## src/rtl/uart_rx_fifo.sv

```systemverilog
// ============================================================================
// uart_rx_fifo: mid-bit sampling serial receiver with show-ahead receive FIFO.
// Optional parity checking is enabled by defining UART_RX_PARITY_EN.
// Revision: 1.0
// ============================================================================
`default_nettype none

module uart_rx_fifo #(
    parameter int CLK_PER_BIT = 434,
    parameter int DATA_WIDTH  = 8,
    parameter int STOP_BITS   = 1,
    parameter int FIFO_DEPTH  = 16,
    parameter int ADDR_WIDTH  = 4
`ifdef UART_RX_PARITY_EN
    ,
    parameter bit PARITY_ODD  = 1'b0
`endif
) (
    input  logic                  clk,
    input  logic                  reset,
    input  logic                  serial_in,
    input  logic                  rd_en,
    output logic [DATA_WIDTH-1:0] rd_data,
    output logic                  rd_valid,
    output logic [ADDR_WIDTH:0]   fifo_count,
    output logic                  busy,
    output logic                  framing_error,
    output logic                  overrun_error,
    output logic                  parity_error
);

    localparam int                  DIV_W      = $clog2(CLK_PER_BIT);
    localparam int                  IDX_W      = 4;
    localparam logic [DIV_W-1:0]    DIV_FULL   = DIV_W'(CLK_PER_BIT - 1);
    localparam logic [DIV_W-1:0]    DIV_HALF   = DIV_W'(CLK_PER_BIT / 2 - 1);
    localparam logic [IDX_W-1:0]    DATA_LAST  = IDX_W'(DATA_WIDTH - 1);
    localparam logic [IDX_W-1:0]    STOP_LAST  = IDX_W'(STOP_BITS - 1);
    localparam logic [ADDR_WIDTH:0] COUNT_FULL = (ADDR_WIDTH + 1)'(FIFO_DEPTH);

    typedef enum logic [2:0] {
        S_IDLE   = 3'd0,
        S_START  = 3'd1,
        S_DATA   = 3'd2,
        S_PARITY = 3'd3,
        S_STOP   = 3'd4,
        S_BREAK  = 3'd5
    } state_t;

    state_t                  state_q, state_d;
    logic                    sync1_q, sync2_q;
    logic [DIV_W-1:0]        div_q, div_d;
    logic [IDX_W-1:0]        idx_q, idx_d;
    logic [DATA_WIDTH-1:0]   data_q, data_d;
    logic                    stop_bad_q, stop_bad_d;
    logic                    push_q, push_d;
    logic                    fe_q, fe_d;
    logic                    pe_q, pe_d;
    logic                    ov_q;
    logic                    w_line;
    logic                    w_tick;
    logic                    w_par_bad;
    logic                    w_stop_bad;

    logic [DATA_WIDTH-1:0]   mem_q [FIFO_DEPTH];
    logic [ADDR_WIDTH-1:0]   wr_ptr_q, rd_ptr_q;
    logic [ADDR_WIDTH:0]     count_q;
    logic                    w_valid;
    logic                    w_full;
    logic                    w_do_pop;
    logic                    w_do_push;

    assign w_line     = sync2_q;
    assign w_tick     = (div_q == '0);
    assign w_stop_bad = stop_bad_q | ~w_line;

`ifdef UART_RX_PARITY_EN
    logic par_bad_q, par_bad_d;
    assign w_par_bad = par_bad_q;
`else
    assign w_par_bad = 1'b0;
`endif

    always_comb begin
        state_d    = state_q;
        div_d      = div_q;
        idx_d      = idx_q;
        data_d     = data_q;
        stop_bad_d = stop_bad_q;
        push_d     = 1'b0;
        fe_d       = 1'b0;
        pe_d       = 1'b0;
`ifdef UART_RX_PARITY_EN
        par_bad_d  = par_bad_q;
`endif
        case (state_q)
            S_IDLE: begin
                if (!w_line) begin
                    state_d = S_START;
                    div_d   = DIV_HALF;
                end
            end
            S_START: begin
                if (!w_tick) begin
                    div_d = div_q - 1'b1;
                end else if (w_line) begin
                    state_d = S_IDLE;
                end else begin
                    state_d = S_DATA;
                    div_d   = DIV_FULL;
                    idx_d   = '0;
                end
            end
            S_DATA: begin
                if (!w_tick) begin
                    div_d = div_q - 1'b1;
                end else begin
                    // LSB arrives first, so after DATA_WIDTH shifts it sits in bit 0
                    data_d = {w_line, data_q[DATA_WIDTH-1:1]};
                    div_d  = DIV_FULL;
                    if (idx_q == DATA_LAST) begin
                        idx_d      = '0;
                        stop_bad_d = 1'b0;
`ifdef UART_RX_PARITY_EN
                        state_d    = S_PARITY;
`else
                        state_d    = S_STOP;
`endif
                    end else begin
                        idx_d = idx_q + 1'b1;
                    end
                end
            end
`ifdef UART_RX_PARITY_EN
            S_PARITY: begin
                if (!w_tick) begin
                    div_d = div_q - 1'b1;
                end else begin
                    par_bad_d = (^data_q) ^ w_line ^ PARITY_ODD;
                    div_d     = DIV_FULL;
                    state_d   = S_STOP;
                end
            end
`endif
            S_STOP: begin
                if (!w_tick) begin
                    div_d = div_q - 1'b1;
                end else begin
                    div_d = DIV_FULL;
                    if (idx_q == STOP_LAST) begin
                        fe_d = w_stop_bad;
                        pe_d = w_par_bad;
                        if (w_stop_bad) begin
                            state_d = S_BREAK;
                        end else begin
                            state_d = S_IDLE;
                            push_d  = ~w_par_bad;
                        end
                    end else begin
                        idx_d      = idx_q + 1'b1;
                        stop_bad_d = w_stop_bad;
                    end
                end
            end
            S_BREAK: begin
                if (w_line) begin
                    state_d = S_IDLE;
                end
            end
            default: state_d = S_IDLE;
        endcase
    end

    // Synchroniser resets high so releasing reset never looks like a start bit
    always_ff @(posedge clk) begin
        if (reset) begin
            sync1_q    <= 1'b1;
            sync2_q    <= 1'b1;
            state_q    <= S_IDLE;
            div_q      <= '0;
            idx_q      <= '0;
            data_q     <= '0;
            stop_bad_q <= 1'b0;
            push_q     <= 1'b0;
            fe_q       <= 1'b0;
            pe_q       <= 1'b0;
`ifdef UART_RX_PARITY_EN
            par_bad_q  <= 1'b0;
`endif
        end else begin
            sync1_q    <= serial_in;
            sync2_q    <= sync1_q;
            state_q    <= state_d;
            div_q      <= div_d;
            idx_q      <= idx_d;
            data_q     <= data_d;
            stop_bad_q <= stop_bad_d;
            push_q     <= push_d;
            fe_q       <= fe_d;
            pe_q       <= pe_d;
`ifdef UART_RX_PARITY_EN
            par_bad_q  <= par_bad_d;
`endif
        end
    end

    assign w_valid   = (count_q != '0);
    assign w_full    = (count_q == COUNT_FULL);
    assign w_do_pop  = rd_en & w_valid;
    assign w_do_push = push_q & (~w_full | w_do_pop);

    always_ff @(posedge clk) begin
        if (w_do_push) begin
            mem_q[wr_ptr_q] <= data_q;
        end
    end

    always_ff @(posedge clk) begin
        if (reset) begin
            wr_ptr_q <= '0;
            rd_ptr_q <= '0;
            count_q  <= '0;
            ov_q     <= 1'b0;
        end else begin
            ov_q <= push_q & w_full & ~w_do_pop;
            if (w_do_push) begin
                wr_ptr_q <= wr_ptr_q + 1'b1;
            end
            if (w_do_pop) begin
                rd_ptr_q <= rd_ptr_q + 1'b1;
            end
            if (w_do_push && !w_do_pop) begin
                count_q <= count_q + 1'b1;
            end else if (w_do_pop && !w_do_push) begin
                count_q <= count_q - 1'b1;
            end
        end
    end

    assign rd_data       = w_valid ? mem_q[rd_ptr_q] : '0;
    assign rd_valid      = w_valid;
    assign fifo_count    = count_q;
    assign busy          = (state_q != S_IDLE);
    assign framing_error = fe_q;
    assign overrun_error = ov_q;
    assign parity_error  = pe_q;

endmodule

`default_nettype wire

```

## config.mk

```make
export PLATFORM = sky130hd
export DESIGN_NAME = uart_rx_fifo
export DESIGN_NICKNAME = d
export VERILOG_FILES = /design/src/rtl/uart_rx_fifo.sv
export SDC_FILE = /design/constraint.sdc
export NUM_CORES = 1
export LEC_CHECK = 0
export ABC_CLOCK_PERIOD_IN_PS = 3470
export BUFFER_PORTS_ARGS = -buffer_cell sky130_fd_sc_hd__buf_4
export CORE_ASPECT_RATIO = 0.5
export CORE_MARGIN = 10
export CORE_UTILIZATION = 62
export CTS_CLUSTER_DIAMETER = 150
export DETAILED_ROUTE_END_ITERATION = 10
export GPL_ROUTABILITY_DRIVEN = 0
export PLACE_DENSITY = 0.9
export SYNTH_ARGS = -nofsm -noshare
export SYNTH_HDL_FRONTEND = slang
export SYNTH_SLANG_ARGS = --single-unit
```

## constraint.sdc

```tcl
create_clock -name clk -period 3.47 [get_ports clk]
set_input_delay 0.5205 -clock clk [delete_from_list [all_inputs] [get_ports clk]]
set_output_delay 0.5205 -clock clk [all_outputs]
set_load 0.005 [all_outputs]
```

==> summary.md <==
| Metric | Value |
|---|---|
| Clock power share | 0.326 |
| Max-slew violations | 0 |
| IO Count | 22 |
| Multiplexer area fraction after synthesis | 0.126 |
| Min-delay src | serial_in |
| Placed cell count | 654 |
| Total gr overflow | 0 |
| Setup CP Type | flip-flop to flip-flop |
| Post-synth EDFFs | 128 |
| Leakage | 2.74 nW |
| Post-synthesis compound-gate area fraction | 0.0593 |
| Area grow syn2layout | 12.6% |
| CP Launch Type | flip-flop |
| Clk_lat worst skew | 430 ps |
| Vias in the first global route | 4,260 |
| Sink Count | 175 |
| Slowest cell on crit path | nor4_1 |
| # hold bufs at CTS | 0 |
| Yosys warning count | 0 |
| Port bufs | 20 |
| DRT iter0 DRCs | 492 |
| FFs w/ async S/R, synth | 0 |
| Die outline area | 16,700 sq um |
| Pwr dens | 706 nW/um^2 |
| Top_reg_cell synth | edfxtp_1 |
| Avg Synthesized Cell Area | 14.9 sq um |
| DR DRC count | 0 |
| Chip Height | 96.6 microns |
| # resized after CTS | 0 |
| Unrepaired setup endpoints after global routing | false |
| R2R cell count | 12 |
| Die Wd | 173 microns |
| Nets@finish | 531 |
| Core area | 11,200 sq um |
| Worst slew pin tran | 1060 ps |
| Final Hold Vio Count | 0 |
| Routed WL | 15,600 microns |
| Ranking of synthesized cells by area | edfxtp_1 (53%), dfxtp_1 (13%), mux4_2 (9.9%) |
| First-pass GRT wire length | 24,200 microns |
| CP cell instances | nor4_1, nand2b_1, buf_4, nand2_1, ha_1, inv_1, fa_1, a21o_1, a21oi_1, xnor2_1, or3_1, a21oi_1 |
| Final design utilization | 0.731 |
| CP peak stage delay | 520 ps |
| TritonCTS buffer count | 17 |
| Hold WC Path Type | input port to flip-flop |
| HPWL after detailed placement | 9450 microns |
| Row cnt | 27 |
| Worst VDD drop | 398 uV |
| Layout cells sized above 1 | 0.207 |
| # setup viols final | 0 |
| Initial antenna violation count | 0 |
| Peak Freq | 335 MHz |
| Clock skew | 9.92 ps |
| CP startpoint | fifo_count[0]$_SDFFE_PP0P_ |
| FILL cells | 687 |
| Vias per cell | 6.34 |
| Yosys reg bits | 175 |
| Sw Ratio | 0.303 |
| Clock transition at path regs | 70 ps |
| Post-CTS Setup Inserts | 0 |
| Synthesized cell area | 7280 sq um |
| Drt first pass iters | 5 |
| Post-Place Cell Area | 7610 sq um |
| Post-Synthesis Cells | 489 |
| Worst hold stages | 2 |
| Combinational power share | 0.257 |
| Internal power | 0.00404 W |
| Crit Path Max Fanout | 6 |
| Worst endpoint required time | 3820 ps |
| Top-area cell type share of the netlist area | 0.528 |
| Largest net degree at the start of global routing | 46 |
| Vias | 4,348 |
| Net switching power | 0.00175 W |
| Status | completed |
| Largest family of logic cells by synthesized area | multiplexers |
| Worst Setup End Kind | flip-flop |
| Most used cell along the critical path | a21oi_1 |
| Simple logic cell fraction of the synthesized area | 0.101 |
| Tcrit/Tclk final | 0.859 |
| H-tree levels | 4 |
| Crit path DAT | 3340 ps |
| XOR/XNOR Fraction of Synth Area | 0.0120 |
| # diodes | 0 |
| Final instance area | 8200 sq um |
| Final Critical Period | 2980 ps |
| RR Startpoint | fifo_count[0]$_SDFFE_PP0P_ |
| Bufs on Longest Clock Path | 2 |
| Register area share after synthesis | 0.657 |
| Synth area leader | edfxtp_1 |
| Non-filler cells, final | 686 |
| All-Layer GR Usage | 0.185 |
| DR WL/cell | 22.8 microns |
| Seq pwr share | 0.417 |
| Initial Utilization | 0.649 |
| Maxcap violations | 0 |
| Area share of fa/ha/maj cells after synthesis | 0.0234 |
| Post-synthesis net count | 506 |
| CTS tree | yes |
| Post-synth cell types | 58 |
| Clock root cell | clkbuf_16 |
| Final TNS setup | 0 ps |
| Antenna Violating Nets Remaining | 0 |
| Slew HR | 0.292 |
## power by group through the flow
stage	registers (W)	clock network, W	logic, W
6_report	0.00241	0.00189	0.00149
5_1_grt	0.00243	0.00200	0.00164
4_1_cts	0.00241	0.00191	0.00149
3_5_place_dp	0.00245	0	0.00147
3_3_place_gp	0.00245	0	0.00144
2_1_floorplan	0.00242	0	0.00106
## cells by family (layout without fill, tap and decap cells)
| logic type | after synthesis | in the layout |
|---|---|---|
| DFF | 175 | 175 |
| and+or+nand+nor | 138 | 138 |
| adders and majority gates | 13 | 13 |
| muxes | 52 | 52 |
| other | 1 | 1 |
| buffers and inverters | 35 | 73 |
| AOI/OAI and AO/OA | 65 | 65 |
| xor gates and xnor gates | 10 | 10 |
## final timing paths
kind | endpoint | slack (ps)
max | fifo_count[4]$_SDFFE_PP0P_ | 490
max reg2reg | fifo_count[4]$_SDFFE_PP0P_ | 490
min | sync1_q$_SDFF_PP1_ | 280
min reg2reg | sync2_q$_SDFF_PP1_ | 410
## per-stage QoR
stage | setup slack, ps | power, W | hold slack (ps)
2_1_floorplan | 769 | 0.00348 | 389
3_3_place_gp | 614 | 0.00389 | 393
3_5_place_dp | 508 | 0.00393 | 398
4_1_cts | 496 | 0.00582 | 264
5_1_grt | 240 | 0.00606 | 273
6_report | 488 | 0.00579 | 276
## cell usage after synthesis (all sizes together) (9+ instances only)
cell / instances
nor2: 38
ha: 12
nand2: 36
edfxtp: 128
clkbuf: 14
o21ai: 9
inv: 12
nor3: 10
mux2i: 20
buf: 9
a21oi: 25
dfxtp: 47
o22ai: 9
mux4: 32
## sequential cells by signal, summed over array words and instances, names as in the netlist, named ones only
name           count
mem_q            128
div_q              9
data_q             8
fifo_count         5
idx_q              4
rd_ptr_q           4
wr_ptr_q           4
state_q            3
framing_error      1
overrun_error      1
push_q             1
stop_bad_q         1
sync1_q            1
sync2_q            1
## layout make-up
class                   instances  area [sq um]  area share
clock buffers                  17           425      0.0519
clock inverters                15           166      0.0203
inverters                      12          45.0     0.00549
multi-input cells             279          2350       0.286
flip-flops and latches        175          4790       0.584
well taps                     159           199      0.0243
repair buffers                 29           230      0.0281
## worst max-delay path, delay by kind of cell, from the launching register on
family                   cells  cell delay (ps)
AND/OR/NAND/NOR              4             1080
adder cells (fa/ha/maj)      2              630
AO/OA/AOI/OAI                3              480
flip-flops                   1              360
buffers and inverters        2              280
XOR/XNOR                     1               90
## metal layers
layer  share of wire  vias to the layer above  track usage
met4           0.017                        0       0.0679
met5               0                        -            0
met3           0.091                       28       0.0662
li1                -                     1933            -
met1            0.42                     2176        0.243
met2            0.47                      211        0.278
## placed cells by master (no fill, tap or decap), types with 17 or more instances in the layout
cell type  instances
mux4_2            32
a21oi_1           25
dfxtp_1           46
mux2i_1           20
nand2_1           36
nor2_1            38
buf_4             28
clkbuf_16         17
edfxtp_1         128
No activity file was read; power rests on OpenSTA's default activity.
